$ cat src/rtl/fft_stage_sequencer.sv
// Address/control sequencer for one radix-2 DIF FFT stage: issues N/2 butterfly pairs, then drains results.
// Optional drain watchdog is compiled in when FFT_SEQ_WATCHDOG_EN is defined.
module fft_stage_sequencer #(
   parameter int FFT_N     = 10,
   parameter int FFT_STAGE = 0,
   parameter int BFLY_LAT  = 6
) (
   input  logic             clk,
   input  logic             reset,
   input  logic             start,
   input  logic             hold,
   output logic             busy,
   output logic             done,
   output logic             err,
   output logic             rd_en,
   output logic [FFT_N-1:0] rd_addr_a,
   output logic [FFT_N-1:0] rd_addr_b,
   output logic [FFT_N-2:0] tw_addr,
   output logic             bfly_iact,
   output logic [1:0]       bfly_ictrl,
   output logic [FFT_N-2:0] bfly_addr,
   input  logic             bfly_oact
);

   localparam logic [FFT_N-2:0] K_ZERO = {(FFT_N-1){1'b0}};
   localparam logic [FFT_N-2:0] K_LAST = {(FFT_N-1){1'b1}};
   localparam logic [FFT_N-2:0] K_ONE  = (FFT_N-1)'(1'b1);
   // J_MASK = span-1; the bits of k above it form the group index g.
   localparam logic [FFT_N-2:0] J_MASK = K_LAST >> FFT_STAGE;
   localparam logic [FFT_N-1:0] SPAN   = {1'b0, J_MASK} + FFT_N'(1'b1);
   localparam logic [FFT_N-1:0] HALF   = {1'b1, K_ZERO};

   if (FFT_N < 2 || FFT_STAGE < 0 || FFT_STAGE >= FFT_N || BFLY_LAT < 1) begin : g_bad_param
      $error("fft_stage_sequencer: illegal parameter set");
   end

   typedef enum logic [1:0] {
      IDLE  = 2'd0,
      ISSUE = 2'd1,
      DRAIN = 2'd2,
      DONE  = 2'd3
   } state_t;

   state_t           state_r;
   state_t           state_s;
   logic [FFT_N-2:0] k_r;
   logic [FFT_N-1:0] oact_cnt_r;
   logic [FFT_N-1:0] oact_sum_s;
   logic             issue_s;
   logic             wd_expire_s;
   logic [FFT_N-2:0] j_s;
   logic [FFT_N-1:0] addr_a_s;
   logic             bfly_iact_r;
   logic [1:0]       bfly_ictrl_r;
   logic [FFT_N-2:0] bfly_addr_r;

   assign oact_sum_s = oact_cnt_r + {K_ZERO, bfly_oact};
   assign j_s        = k_r & J_MASK;
   // Inserting a zero bit at the span position turns pair index k into g*2*span + j.
   assign addr_a_s   = {k_r & ~J_MASK, 1'b0} | {1'b0, j_s};

`ifdef FFT_SEQ_WATCHDOG_EN
   localparam int              WD_W    = $clog2(4*BFLY_LAT + 1);
   localparam logic [WD_W-1:0] WD_LAST = WD_W'(4*BFLY_LAT - 1);

   logic [WD_W-1:0] wd_cnt_r;
   logic            err_r;

   assign wd_expire_s = (state_r == DRAIN) && (wd_cnt_r == WD_LAST);
   assign err         = err_r;

   // Drain-cycle counter and sticky error flag; only a completed drain escapes the error.
   always_ff @(posedge clk) begin
      if (reset) begin
         wd_cnt_r <= {WD_W{1'b0}};
         err_r    <= 1'b0;
      end else begin
         if (state_r == DRAIN) wd_cnt_r <= wd_cnt_r + WD_W'(1'b1);
         else                  wd_cnt_r <= {WD_W{1'b0}};
         if (wd_expire_s && (oact_sum_s != HALF)) err_r <= 1'b1;
         else                                     err_r <= err_r;
      end
   end
`else
   assign wd_expire_s = 1'b0;
   assign err         = 1'b0;
`endif

   // Next-state and issue decision.
   always_comb begin
      state_s = state_r;
      issue_s = 1'b0;
      case (state_r)
         IDLE: begin
            if (start) state_s = ISSUE;
            else       state_s = IDLE;
         end
         ISSUE: begin
            if (!hold) begin
               issue_s = 1'b1;
               if (k_r == K_LAST) state_s = DRAIN;
               else               state_s = ISSUE;
            end else begin
               state_s = ISSUE;
            end
         end
         DRAIN: begin
            if (oact_sum_s == HALF) state_s = DONE;
            else if (wd_expire_s)   state_s = DONE;
            else                    state_s = DRAIN;
         end
         DONE:    state_s = IDLE;
         default: state_s = IDLE;
      endcase
   end

   // State, pair counter, result counter and the one-cycle memory-latency pipeline.
   always_ff @(posedge clk) begin
      if (reset) begin
         state_r      <= IDLE;
         k_r          <= K_ZERO;
         oact_cnt_r   <= {FFT_N{1'b0}};
         bfly_iact_r  <= 1'b0;
         bfly_ictrl_r <= 2'b00;
         bfly_addr_r  <= K_ZERO;
      end else begin
         state_r <= state_s;
         if (state_s == IDLE) k_r <= K_ZERO;
         else if (issue_s)    k_r <= k_r + K_ONE;
         else                 k_r <= k_r;
         if (state_s == IDLE)                             oact_cnt_r <= {FFT_N{1'b0}};
         else if ((state_r == ISSUE) || (state_r == DRAIN)) oact_cnt_r <= oact_sum_s;
         else                                             oact_cnt_r <= oact_cnt_r;
         bfly_iact_r <= issue_s;
         if (issue_s) bfly_ictrl_r <= {k_r == K_LAST, k_r == K_ZERO};
         else         bfly_ictrl_r <= 2'b00;
         bfly_addr_r <= k_r;
      end
   end

   // Addresses follow k throughout ISSUE (held while hold is high) and read zero elsewhere.
   always_comb begin
      if (state_r == ISSUE) begin
         rd_addr_a = addr_a_s;
         rd_addr_b = addr_a_s | SPAN;
         tw_addr   = j_s << FFT_STAGE;
      end else begin
         rd_addr_a = {FFT_N{1'b0}};
         rd_addr_b = {FFT_N{1'b0}};
         tw_addr   = K_ZERO;
      end
   end

   assign busy       = (state_r != IDLE);
   assign done       = (state_r == DONE);
   assign rd_en      = issue_s;
   assign bfly_iact  = bfly_iact_r;
   assign bfly_ictrl = bfly_ictrl_r;
   assign bfly_addr  = bfly_addr_r;

endmodule

$ cat config.mk
export PLATFORM = sky130hd
export DESIGN_NAME = fft_stage_sequencer
export DESIGN_NICKNAME = d
export VERILOG_FILES = /design/src/rtl/fft_stage_sequencer.sv
export SDC_FILE = /design/constraint.sdc
export NUM_CORES = 1
export LEC_CHECK = 0
export ABC_AREA = 1
export CAP_MARGIN = 10
export CORE_MARGIN = 2
export CORE_UTILIZATION = 40
export CTS_CLUSTER_SIZE = 8
export DETAILED_ROUTE_END_ITERATION = 10
export PLACE_DENSITY = 0.71
export SLEW_MARGIN = 20
export SYNTH_ARGS = -nofsm -noshare
export SYNTH_HDL_FRONTEND = slang
export SYNTH_SLANG_ARGS = --single-unit
$ cat constraint.sdc
create_clock -name clk -period 2 [get_ports clk]
set_input_delay 0.3 -clock clk [delete_from_list [all_inputs] [get_ports clk]]
set_output_delay 0.3 -clock clk [all_outputs]
set_load 0.005 [all_outputs]
* Word level (Yosys, flattened, before mapping) *
Cells that the tools add are included.

word-level totals
  bits in registers = 33
  input port bits = 5
  output and inout bits = 45
  logic and storage cells = 31

operators by class
  add/subtract/negate cells = 2
  equal/unequal tests = 5
  muxes and demuxes = 10
  bitwise gates (word level) = 1
  reduce and logical (&&, ||, !) cells = 7

operators with widths
  operator                                                          number
  9-bit two-way mux                                                 2
  10-bit by 1-bit adder with 10-bit output                          1
  10-bit == test (second input constant)                            1
  10-bit two-way mux                                                1
  9-bit by 1-bit adder with 9-bit output (second input constant)    1
  9-bit == test (second input constant)                             1
  9-bit zero test                                                   1
  2-bit one-hot mux with 4 select lines                             1
  2-bit == test (second input constant)                             2
  2-bit zero test                                                   2
  1-bit two-way mux                                                 4
  2-bit two-way mux                                                 2
  2-bit OR reduction                                                2
  2-bit by 1-bit == test with 1-bit output (second input constant)  1
  2-bit nonzero test                                                1
  1-bit logical OR                                                  1
  1-bit inverter                                                    1

* Depth between registers and ports, before layout *
  depth after elaboration = 6
  depth in mapped cells = 14
  gate-level depth less buffers = 13

* Worst setup path before layout *
No wires, ideal clock.

  kind = register -> register
  start = register k_r[0], in the netlist j_s[0]
  end = register k_r[0], in the netlist j_s[0]
  setup time = 0.066 ns
  data arrival time = 1.821 ns
  data required time = 1.934 ns
  setup slack = 0.113 ns
  stages on the path, launching flop included = 12
  path buffers = 1
  clock period less this slack = 1.887 ns
  cell sequence = dfxtp_1 > ha_1 > nand4_1 > nor3_1 > ha_1 > nand3_1 > nand2_1 > o21ai_1 > nor2_2 > clkinv_1 > buf_2 > a21oi_2

on the way
  word-level cells in the longest chain between the ends = 6
  elaborated cells on any way between the ends = 7
  those cells by class = add/sub (1); eq/ne (1); mux (3); reduce/logical (2)

RTL lines
  what                                   RTL line  text
  from (decl)                            46        logic [FFT_N-2:0] k_r;
  from (signal assigned)                 129       else if (issue_s) k_r <= k_r + K_ONE;
  from (signal assigned)                 130       else k_r <= k_r;
  9-bit == test                          101       if (k_r == K_LAST) state_s = DRAIN;
  2-bit two-way mux                      101
  2-bit two-way mux                      99        if (!hold) begin
  2-bit one-hot mux with 4 select lines  93        case (state_r)
  2-bit zero test                        128       if (state_s == IDLE) k_r <= K_ZERO;
  2-bit OR reduction (no line)           -

Parallel ways exist; a longest one is shown, timed or not.
A chain may end at the register's enable or synchronous reset.

* Final worst setup path *
  start = register state_r[1]
  end = output port rd_en

on the way
  word-level cells in the longest chain between the ends = 2

RTL lines
  what                                      RTL line  text
  from (decl)                               44        state_t state_r;
  from (signal assigned)                    127       state_r <= state_s;
  2-bit by 1-bit == test with 1-bit output  93
  1-bit two-way mux                         93
  to (decl)                                 15        output logic rd_en,

Every way passes these cells.

==> results.ini <==
[floorplan]
die-area_sq_um = 5250
io-pin-count = 50
row_count = 24
fp.dieW_um = 72.5
start_util_pct = 42.2
core_area_sq_um = 4440
die_h_um = 72.5

[yosys]
syn_area_sq_um = 1870
ys_ff_latch = 33
yosysTopAreaCell = dfxtp_1
synth_cell_types = 28
synth_edf_count = 0
synthTopCellsByArea = dfxtp_1 35%, nand2_1 10%, buf_4 8.4%
syn_inst = 250
synth_warnings = 0
synth_area_per_cell_sq_um = 7.50
synth_top_area_share_pct = 35.2
synth_async_sr_flop_share_pct = 0
synth_ff_type = dfxtp_1
ys_seq_area_share_pct = 35.2

[power]
seqPwrFrac_pct = 38.7
p_clk_share_pct = 32.0
p_switching_uw = 632
vdd_ir_drop_max_v = 0.000349
power_density_nw_per_um2 = 761
fin_total_pwr_uw = 2040
p_leak_uw = 0.00138
comb_power_share_pct = 29.2
switching_share_pct = 31.0
p_int_uw = 1410

[layout]
final_util_pct = 60.3
stdcell_area_sq_um = 2680
drive_gt1_share_pct = 25.6
syn_to_final_growth_pct = 43.0
num_antenna_cells = 0
layout_common_cells = 52 x nand2_1, 30 x inv_1, 29 x clkdlybuf4s50_1
final_common_cell = nand2_1
fin_nets = 311

[cts]
ctsHoldBuffers = 0
cts.sinks = 33
htree_levels = 2
cts_root_buf = clkbuf_8
clkLatencyLatePin_ps = 290
cts.clk_slew.worst_paths_ps = 70
cts_tree = done
numCtsBuffers = 5
clockBufferDepth = 2

[sta]
min_period_ps = 1940
setup_violations = 0
hold_viol_final = 0
fin_ws_ps = 60.9
period_share_pct = 97.0
finalClockSkew_ps = 10.1
fmax_mhz = 516
slew_violations = 0
rsz0062_at_grt = yes

[run]
max-cap-violations = 0

[route]
drc = 0
drtIter0Drc = 74
wl_um = 4440
wire_per_inst_um = 12.7
drtAntennaViolNets = 0
drt_pass1_iterations = 4
vias_per_cell = 4.72
via_count = 1648

[global_routing]
first_global_vias = 1453
grt_max_degree = 16
grt_pass1_wl_um = 6400
grt_util_all_layers_pct = 15.6
antenna_found_initial = 0
overflow = 0

[placed_design]
numPortBuffers = 47
placed_cell_area_sq_um = 2330
pre_cts_ws_ps = -276
dpl.hpwl_um = 2950
place_congestion = 0.784

[setup_path]
r2r_start = oact_cnt_r[0]
r2r_setup_slack_ps = 110
cp_num_cells = 5
critical_path_class = reg -> out
cp.arrival_ps = 1640
cp-start-kind = flop
end_kind = output port
crit_path_max_fanout = 4
slowest_delay_ps = 500
setup.worst_path.start = state_r[1]
cp_top_family = buffers and inverters
required_ps = 1700
endpoint = rd_en
path_cells = inv_2 -> ha_4 -> nand2_1 -> inv_1 -> clkdlybuf4s50_1
worstReg2RegEnd = j_s[6]
crit_buf_inv = 3
rr_worst_depth = 12
cpMaxStageDelayCell = clkdlybuf4s50_1

[status]
status = finished, final reports clean

[hold_path]
hold_class = in -> reg

registers in the layout, indices dropped and copies added, names as in the netlist:
signal      count
state_r         2
bfly_ictrl      2
bfly_iact       1
bfly_addr       9
j_s             9
oact_cnt_r     10
cells in the mapped netlist, types with 6 or more instances:
library cell	instances
nand2_1	52
inv_1	34
dfxtp_1	33
buf_4	21
nor2_1	17
a21oi_1	11
a21oi_2	10
ha_1	10
o21ai_0	10
nand3_1	7
xor2_1	7
nand2_2	6
cells by family after synthesis:
logic type | Yosys count | share of synthesized area, %
AOI/OAI and AO/OA | 34 | 11.3
DFF | 33 | 35.2
and+or+nand+nor | 99 | 23.8
buffers and inverters | 64 | 18.4
xor gates and xnor gates | 7 | 3.27
other | 1 | 0.200
adders and majority gates | 10 | 6.68
muxes | 2 | 1.07
stage by stage:
step | hold slack (ps) | std cells | setup TNS (ps)
2_1_floorplan | 372 | 251 | 0
3_3_place_gp | 498 | 337 | -3470
3_5_place_dp | 500 | 337 | -4720
4_1_cts | 512 | 345 | 0
5_1_grt | 501 | 349 | -292
6_report | 486 | 349 | 0
area by class of cell:
cell class              instances  area, sq um
clock buffers                   7         86.3
clock inverters                 1         30.0
fillers                       378         1760
inverters                      37          141
multi-input cells             154          976
flip-flops and latches         33          667
well taps                      52         65.1
repair buffers                 65          714
power groups by stage:
stage,registers (uW),logic (uW),clock network [uW]
6_report,790,596,653
5_1_grt,800,652,680
4_1_cts,781,512,653
3_5_place_dp,793,501,0
3_3_place_gp,790,498,0
2_1_floorplan,779,355,0
worst register-to-register path, cell delays in order (launching register included):
cell and delay (ps):
dfxtp_1 390, ha_4 180, ha_4 210, nor3b_2 170
nand2_1 70, nor2_1 120, nand2_1 70, nor2_1 120
nand2_1 60, nand2_1 70, nand2_2 80, buf_12 170
a21oi_2 140
worst min-delay path by stage:
stage / start / endpoint / slack, ps / depth (start not counted)
floorplan: reset / bfly_addr[0] / 370 / 1
global placement: j_s[6] / bfly_addr[6] / 500 / 2
detailed placement: j_s[6] / bfly_addr[6] / 500 / 2
CTS: j_s[6] / bfly_addr[6] / 510 / 2
global route: bfly_oact / oact_cnt_r[0] / 500 / 4
finish: bfly_oact / oact_cnt_r[0] / 490 / 4
layer usage:
layer	track usage [%]	vias to the layer above	wire, um
met5	0	-	0
met4	6.17	0	65
met3	2.92	6	223
met2	25.0	50	2120
met1	20.8	744	2030
li1	-	848	-
repair_timing:
item | CTS | global route
endpoints found under the setup margin | 28 | 45
gates cloned | 0 | 2
pin swaps | 0 | 15
gates resized for setup | 8 | 49
setup buffers | 0 | 2
No activity file was read; power rests on OpenSTA's default activity.
